## src/rtl/ddr5_phy_pkg.sv

```systemverilog
// Shared PHY definitions: serializer FSM encoding, last-phase index and the
// idle-level helper used by both the serializer and the deserializer.
package ddr5_phy_pkg;

  localparam logic       SER_IDLE   = 1'b0;
  localparam logic       SER_SHIFT  = 1'b1;
  localparam logic [1:0] PHASE_LAST = 2'd3;

  typedef enum logic {
    ST_IDLE  = SER_IDLE,
    ST_SHIFT = SER_SHIFT
  } ser_state_e;

  // Idle lane level: alert-style lanes rest high, data lanes rest low.
  function automatic logic idle_level(input int is_alert);
    return (is_alert != 0);
  endfunction

endpackage

```

## src/rtl/ddr5_ser_hold_buf.sv

```systemverilog
// One-entry hold register in front of the serializer shift stage.
// With DDR5_SER_UNDERRUN_EN defined, the word's last_i flag travels alongside it.
module ddr5_ser_hold_buf
  import ddr5_phy_pkg::*;
#(
  parameter int WIDTH = 1
) (
  input  logic                  clk_i,
  input  logic                  rst_i,
  input  logic                  enable_i,
  input  logic                  valid_i,
  input  logic [WIDTH-1:0]      p0_i,
  input  logic [WIDTH-1:0]      p1_i,
  input  logic [WIDTH-1:0]      p2_i,
  input  logic [WIDTH-1:0]      p3_i,
`ifdef DDR5_SER_UNDERRUN_EN
  input  logic                  last_i,
  output logic                  hold_last_o,
`endif
  input  logic                  pop_i,
  output logic                  ready_o,
  output logic                  hold_full_o,
  output logic [3:0][WIDTH-1:0] hold_data_o
);

  logic                  full_q, full_d;
  logic [3:0][WIDTH-1:0] data_q, data_d;
  logic                  accept;

  // A popping entry frees the slot in the same cycle, so a new word may land on it.
  assign ready_o = !rst_i && enable_i && (!full_q || pop_i);
  assign accept  = valid_i && ready_o;

  always_comb begin
    full_d = full_q;
    data_d = data_q;
    if (accept) begin
      full_d = 1'b1;
      data_d = {p3_i, p2_i, p1_i, p0_i};
    end else if (enable_i && pop_i) begin
      full_d = 1'b0;
    end
  end

  always_ff @(posedge clk_i or posedge rst_i) begin
    if (rst_i) begin
      full_q <= 1'b0;
      data_q <= '0;
    end else begin
      full_q <= full_d;
      data_q <= data_d;
    end
  end

`ifdef DDR5_SER_UNDERRUN_EN
  logic last_q, last_d;

  always_comb begin
    last_d = last_q;
    if (accept) last_d = last_i;
  end

  always_ff @(posedge clk_i or posedge rst_i) begin
    if (rst_i) last_q <= 1'b0;
    else       last_q <= last_d;
  end

  assign hold_last_o = last_q;
`endif

  assign hold_full_o = full_q;
  assign hold_data_o = data_q;

endmodule

```

## src/rtl/ddr5_serializer_unit.sv

```systemverilog
// 4:1 transmit serializer: one parallel word per handshake, p0 first, gap-free bursts.
// Optional sticky underrun detection when DDR5_SER_UNDERRUN_EN is defined.
module ddr5_serializer_unit
  import ddr5_phy_pkg::*;
#(
  parameter int WIDTH    = 1,
  parameter int IS_ALERT = 0
) (
  input  logic             clk_i,
  input  logic             rst_i,
  input  logic             enable_i,
  input  logic             valid_i,
  output logic             ready_o,
  input  logic [WIDTH-1:0] p0_i,
  input  logic [WIDTH-1:0] p1_i,
  input  logic [WIDTH-1:0] p2_i,
  input  logic [WIDTH-1:0] p3_i,
`ifdef DDR5_SER_UNDERRUN_EN
  input  logic             last_i,
  input  logic             underrun_clr_i,
  output logic             underrun_o,
`endif
  output logic [WIDTH-1:0] serial_o,
  output logic [1:0]       phase_o,
  output logic             bit_valid_o,
  output logic             count_done_o
);

  localparam logic [WIDTH-1:0] IDLE_LVL = {WIDTH{idle_level(IS_ALERT)}};

  ser_state_e            state_q, state_d;
  logic [1:0]            cnt_q, cnt_d;
  logic [3:0][WIDTH-1:0] active_q, active_d;
  logic [WIDTH-1:0]      serial_q, serial_d;
  logic [1:0]            phase_q, phase_d;
  logic                  bv_q, bv_d;
  logic                  done_q, done_d;
  logic                  hold_full, hold_moves;
  logic [3:0][WIDTH-1:0] hold_data;

  assign hold_moves = hold_full &&
                      ((state_q == ST_IDLE) || ((state_q == ST_SHIFT) && (cnt_q == PHASE_LAST)));

`ifdef DDR5_SER_UNDERRUN_EN
  logic hold_last;
  logic active_last_q, active_last_d;
  logic under_q, under_d;
  logic under_set;
`endif

  ddr5_ser_hold_buf #(.WIDTH(WIDTH)) u_hold (
    .clk_i       (clk_i),
    .rst_i       (rst_i),
    .enable_i    (enable_i),
    .valid_i     (valid_i),
    .p0_i        (p0_i),
    .p1_i        (p1_i),
    .p2_i        (p2_i),
    .p3_i        (p3_i),
`ifdef DDR5_SER_UNDERRUN_EN
    .last_i      (last_i),
    .hold_last_o (hold_last),
`endif
    .pop_i       (hold_moves),
    .ready_o     (ready_o),
    .hold_full_o (hold_full),
    .hold_data_o (hold_data)
  );

  always_comb begin
    state_d  = state_q;
    cnt_d    = cnt_q;
    active_d = active_q;
    serial_d = serial_q;
    phase_d  = phase_q;
    bv_d     = bv_q;
    done_d   = done_q;
    if (enable_i) begin
      case (state_q)
        ST_IDLE: begin
          phase_d = 2'd0;
          done_d  = 1'b0;
          if (hold_full) begin
            active_d = hold_data;
            serial_d = hold_data[0];
            bv_d     = 1'b1;
            cnt_d    = 2'd1;
            state_d  = ST_SHIFT;
          end else begin
            serial_d = IDLE_LVL;
            bv_d     = 1'b0;
            cnt_d    = 2'd0;
          end
        end
        default: begin
          serial_d = active_q[cnt_q];
          phase_d  = cnt_q;
          bv_d     = 1'b1;
          done_d   = (cnt_q == PHASE_LAST);
          // cnt wraps to 0 after the last phase; reload keeps the burst going, else drain to IDLE.
          cnt_d    = cnt_q + 2'd1;
          if (cnt_q == PHASE_LAST) begin
            if (hold_full) active_d = hold_data;
            else           state_d  = ST_IDLE;
          end
        end
      endcase
    end
  end

  always_ff @(posedge clk_i or posedge rst_i) begin
    if (rst_i) begin
      state_q  <= ST_IDLE;
      cnt_q    <= 2'd0;
      active_q <= '0;
      serial_q <= IDLE_LVL;
      phase_q  <= 2'd0;
      bv_q     <= 1'b0;
      done_q   <= 1'b0;
    end else begin
      state_q  <= state_d;
      cnt_q    <= cnt_d;
      active_q <= active_d;
      serial_q <= serial_d;
      phase_q  <= phase_d;
      bv_q     <= bv_d;
      done_q   <= done_d;
    end
  end

`ifdef DDR5_SER_UNDERRUN_EN
  assign under_set = enable_i && (state_q == ST_SHIFT) && (cnt_q == PHASE_LAST) &&
                     !hold_full && !active_last_q;

  always_comb begin
    active_last_d = active_last_q;
    under_d       = under_q;
    if (enable_i && hold_moves) active_last_d = hold_last;
    if (enable_i && underrun_clr_i) under_d = 1'b0;
    if (under_set) under_d = 1'b1;
  end

  always_ff @(posedge clk_i or posedge rst_i) begin
    if (rst_i) begin
      active_last_q <= 1'b0;
      under_q       <= 1'b0;
    end else begin
      active_last_q <= active_last_d;
      under_q       <= under_d;
    end
  end

  assign underrun_o = under_q;
`endif

  assign serial_o     = serial_q;
  assign phase_o      = phase_q;
  assign bit_valid_o  = bv_q;
  assign count_done_o = done_q;

endmodule
```

## config.mk

```make
export PLATFORM = sky130hd
export DESIGN_NAME = ddr5_serializer_unit
export DESIGN_NICKNAME = d
export VERILOG_FILES = /design/src/rtl/ddr5_phy_pkg.sv /design/src/rtl/ddr5_ser_hold_buf.sv /design/src/rtl/ddr5_serializer_unit.sv
export SDC_FILE = /design/constraint.sdc
export NUM_CORES = 1
export LEC_CHECK = 0
export BUFFER_PORTS_ARGS = -buffer_cell sky130_fd_sc_hd__buf_2
export CAP_MARGIN = 20
export CELL_PAD_IN_SITES_DETAIL_PLACEMENT = 1
export CELL_PAD_IN_SITES_GLOBAL_PLACEMENT = 2
export CORE_ASPECT_RATIO = 0.8
export CORE_MARGIN = 1.5
export CORE_UTILIZATION = 36
export DETAILED_ROUTE_END_ITERATION = 7
export PLACE_DENSITY_LB_ADDON = 0.1
export SYNTH_ARGS = -nofsm -noshare
export SYNTH_HDL_FRONTEND = slang
export SYNTH_SLANG_ARGS = --single-unit
```

## constraint.sdc

```tcl
create_clock -name clk_i -period 4.1 [get_ports clk_i]
set_clock_uncertainty 0.1 [all_clocks]
set_input_delay 0.82 -clock clk_i [delete_from_list [all_inputs] [get_ports clk_i]]
set_output_delay 0.82 -clock clk_i [all_outputs]
set_load 0.05 [all_outputs]
```

==> reports/qor.yml <==
outcome: "completed"
synth_top_area_share: 0.573
post-route-util: 0.448
p_per_area_nw_per_um2: 764
drt-total-wl_um: 1370
netlist.top_cell.by_area: "dfrtp_1"
postSynthAreaPerCell_um2: 12.2
rr_worst_depth: 4
synth_area_leaders: "dfrtp_1 57%, mux2_2 14%, nand3_1 3.4%"
initial_utilization: 0.389
ant_nets: 0
cts_tree: "built"
crit_top_cell: "buf_2"
final_cell_mix: "17 x dfrtp_1, 13 x buf_2, 9 x mux2_2"
synthesis.area_um2: 742
synthesis.nets: 70
worstMarginPinSlew_ns: 0.350
fin_area_um2: 855
cts_buffers: 3
wl_per_cell_um: 13.7
multi_input_area_um2: 282
ys_types: 20
diodes: 0
die-area_um2: 2340
hold_depth: 1
crit_family: "buffers and inverters"
ys_ff_latch: 17
seq_area_frac_synth: 0.573
grt_overflow_total: 0
grt_max_degree: 20
finalHoldViolations: 0
vias: 473
rows: 14
critPathBufInv: 4
core_area_um2: 1910
slowest_delay_ns: 0.26
nNetsFinal: 86
antenna_found_initial: 0
ios: 14
synth_mux_area_frac: 0.167
total_power_uw: 653
setup-tns-final_ns: 0
first_pass_iters: 2
synth-xor-area-share: 0
cp_num_cells: 5
critPathKind: "input pin to output pin"
cap_violations: 0
clkLatencyLatePin_ns: 0.28
ys_warn_count: 0
crit_chain: "buf_2 -> inv_1 -> buf_4 -> and3_1 -> buf_2"
finalCriticalPeriod_ns: 2.60
grtUsageTotal: 0.149
fillers: 219
max_freq_mhz: 384
rsz0062_at_grt: "false"
io_buffers: 13
gp_congestion: 0.654
setup_viol: 0
slew-limit-headroom: 0.767
die_x_um: 53.8
worst-path-max-fanout: 19
start_kind: "input pin"
clkSinkCount: 17
regArea_um2: 425
worst_path_max_delay_cell: "buf_2"
via_per_inst: 4.73
period_share: 0.635
drt_iter0_markers: 3
grt_pass1_vias: 499
clkTransAtPathRegs_ns: 0.09
root_buffer: "clkbuf_4"
synth_compound_area_frac: 0.0725
synthSimpleGateAreaFrac: 0.123
hold_path.class: "flop to flop"
areaGrowthSynthToFinish_pct: 15.2
drv_slew: 0
final_common_cell: "dfrtp_1"
fp.dieH_um: 43.6
power_leakage_nw: 0.402
postCtsResizedCells: 0
critPathArrivalTime_ns: 1.68
grt_pass1_wl_um: 2390
dp_hpwl_um: 1040
layout-drive-gt1-share: 0.382
route.detailed.drc: 0
clockBufferDepth: 2
synthAdderAreaFrac: 0.0169
htree_levels: 1
cts_setup_buffers: 0
synth_top_family_by_area: "multiplexers"
end_kind: "output pin"
irDropWorstVdd_mv: 0.364
cp_data_required_time_ns: 3.18
placed_area_um2: 828
hold_buffers: 0
synth_cells: 61
fin_hold_ws_ns: 0.405
==> layout make-up <==
type | count | share of cell area
clock buffers | 4 | 0.0307
multi-input cells | 36 | 0.329
flip-flops and latches | 17 | 0.498
repair buffers | 14 | 0.0849
well taps | 24 | 0.0351
inverters | 5 | 0.0220
==> cell usage after synthesis <==
cell type,count
nand3b_1,1
a31oi_1,1
mux2_2,9
ha_1,1
buf_2,1
nand3b_2,1
nand4_2,1
and3_1,1
nor2_1,3
nand3_1,5
a22o_1,2
mux4_2,1
a21oi_1,2
buf_4,1
nand2_1,3
clkbuf_1,1
o21ai_0,4
inv_1,5
dfrtp_1,17
nand2b_1,1
==> where the power goes <==
part           leakage, nW  switching [mW]  internal [mW]
Sequential           0.203          0.0639          0.244
Clock               0.0150          0.0496         0.0377
Combinational        0.183           0.148          0.110
==> flip-flops by register name (all words and copies together), names as in the netlist <==
name,cells
serial_o,1
bit_valid_o,1
state_q,1
phase_o,2
u_hold.hold_data_o,4
cnt_q,2
count_done_o,1
active_q,4
u_hold.hold_full_o,1
==> final timing paths <==
check	startpoint	endpoint	slack, ns
setup reg to reg	cnt_q[0]	u_hold.hold_data_o[1]	2.41
max in group asynchronous	rst_i	active_q[3]	3.26
hold reg to reg	u_hold.hold_data_o[2]	u_hold.hold_data_o[2]	0.40
min in group asynchronous	rst_i	serial_o	0.43
setup / recovery	rst_i	ready_o	1.50
hold / removal	u_hold.hold_data_o[2]	u_hold.hold_data_o[2]	0.40
==> per-layer routing <==
metal / vias up / global-route usage / share of wire
li1: 243 / - / -
met1: 221 / 0.201 / 0.51
met2: 9 / 0.217 / 0.45
met3: 0 / 0.0621 / 0.041
met4: 0 / 0.0462 / 0
met5: - / 0 / 0
==> per-stage QoR <==
stage / worst slack [ns] / std cells
3_5_place_dp: 1.48 / 96
6_report: 1.50 / 100
2_1_floorplan: 1.38 / 61
3_3_place_gp: 1.49 / 96
4_1_cts: 1.47 / 100
5_1_grt: 1.41 / 100
==> logic make-up (layout without fill, tap and decap cells) <==
kind of cell,Yosys count,count (layout)
AO/OA/AOI/OAI,9,9
AND/OR/NAND/NOR,16,16
multiplexers,10,10
flip-flops,17,17
buffers and inverters,8,23
adder cells (fa/ha/maj),1,1
No activity file was read; power rests on OpenSTA's default activity.
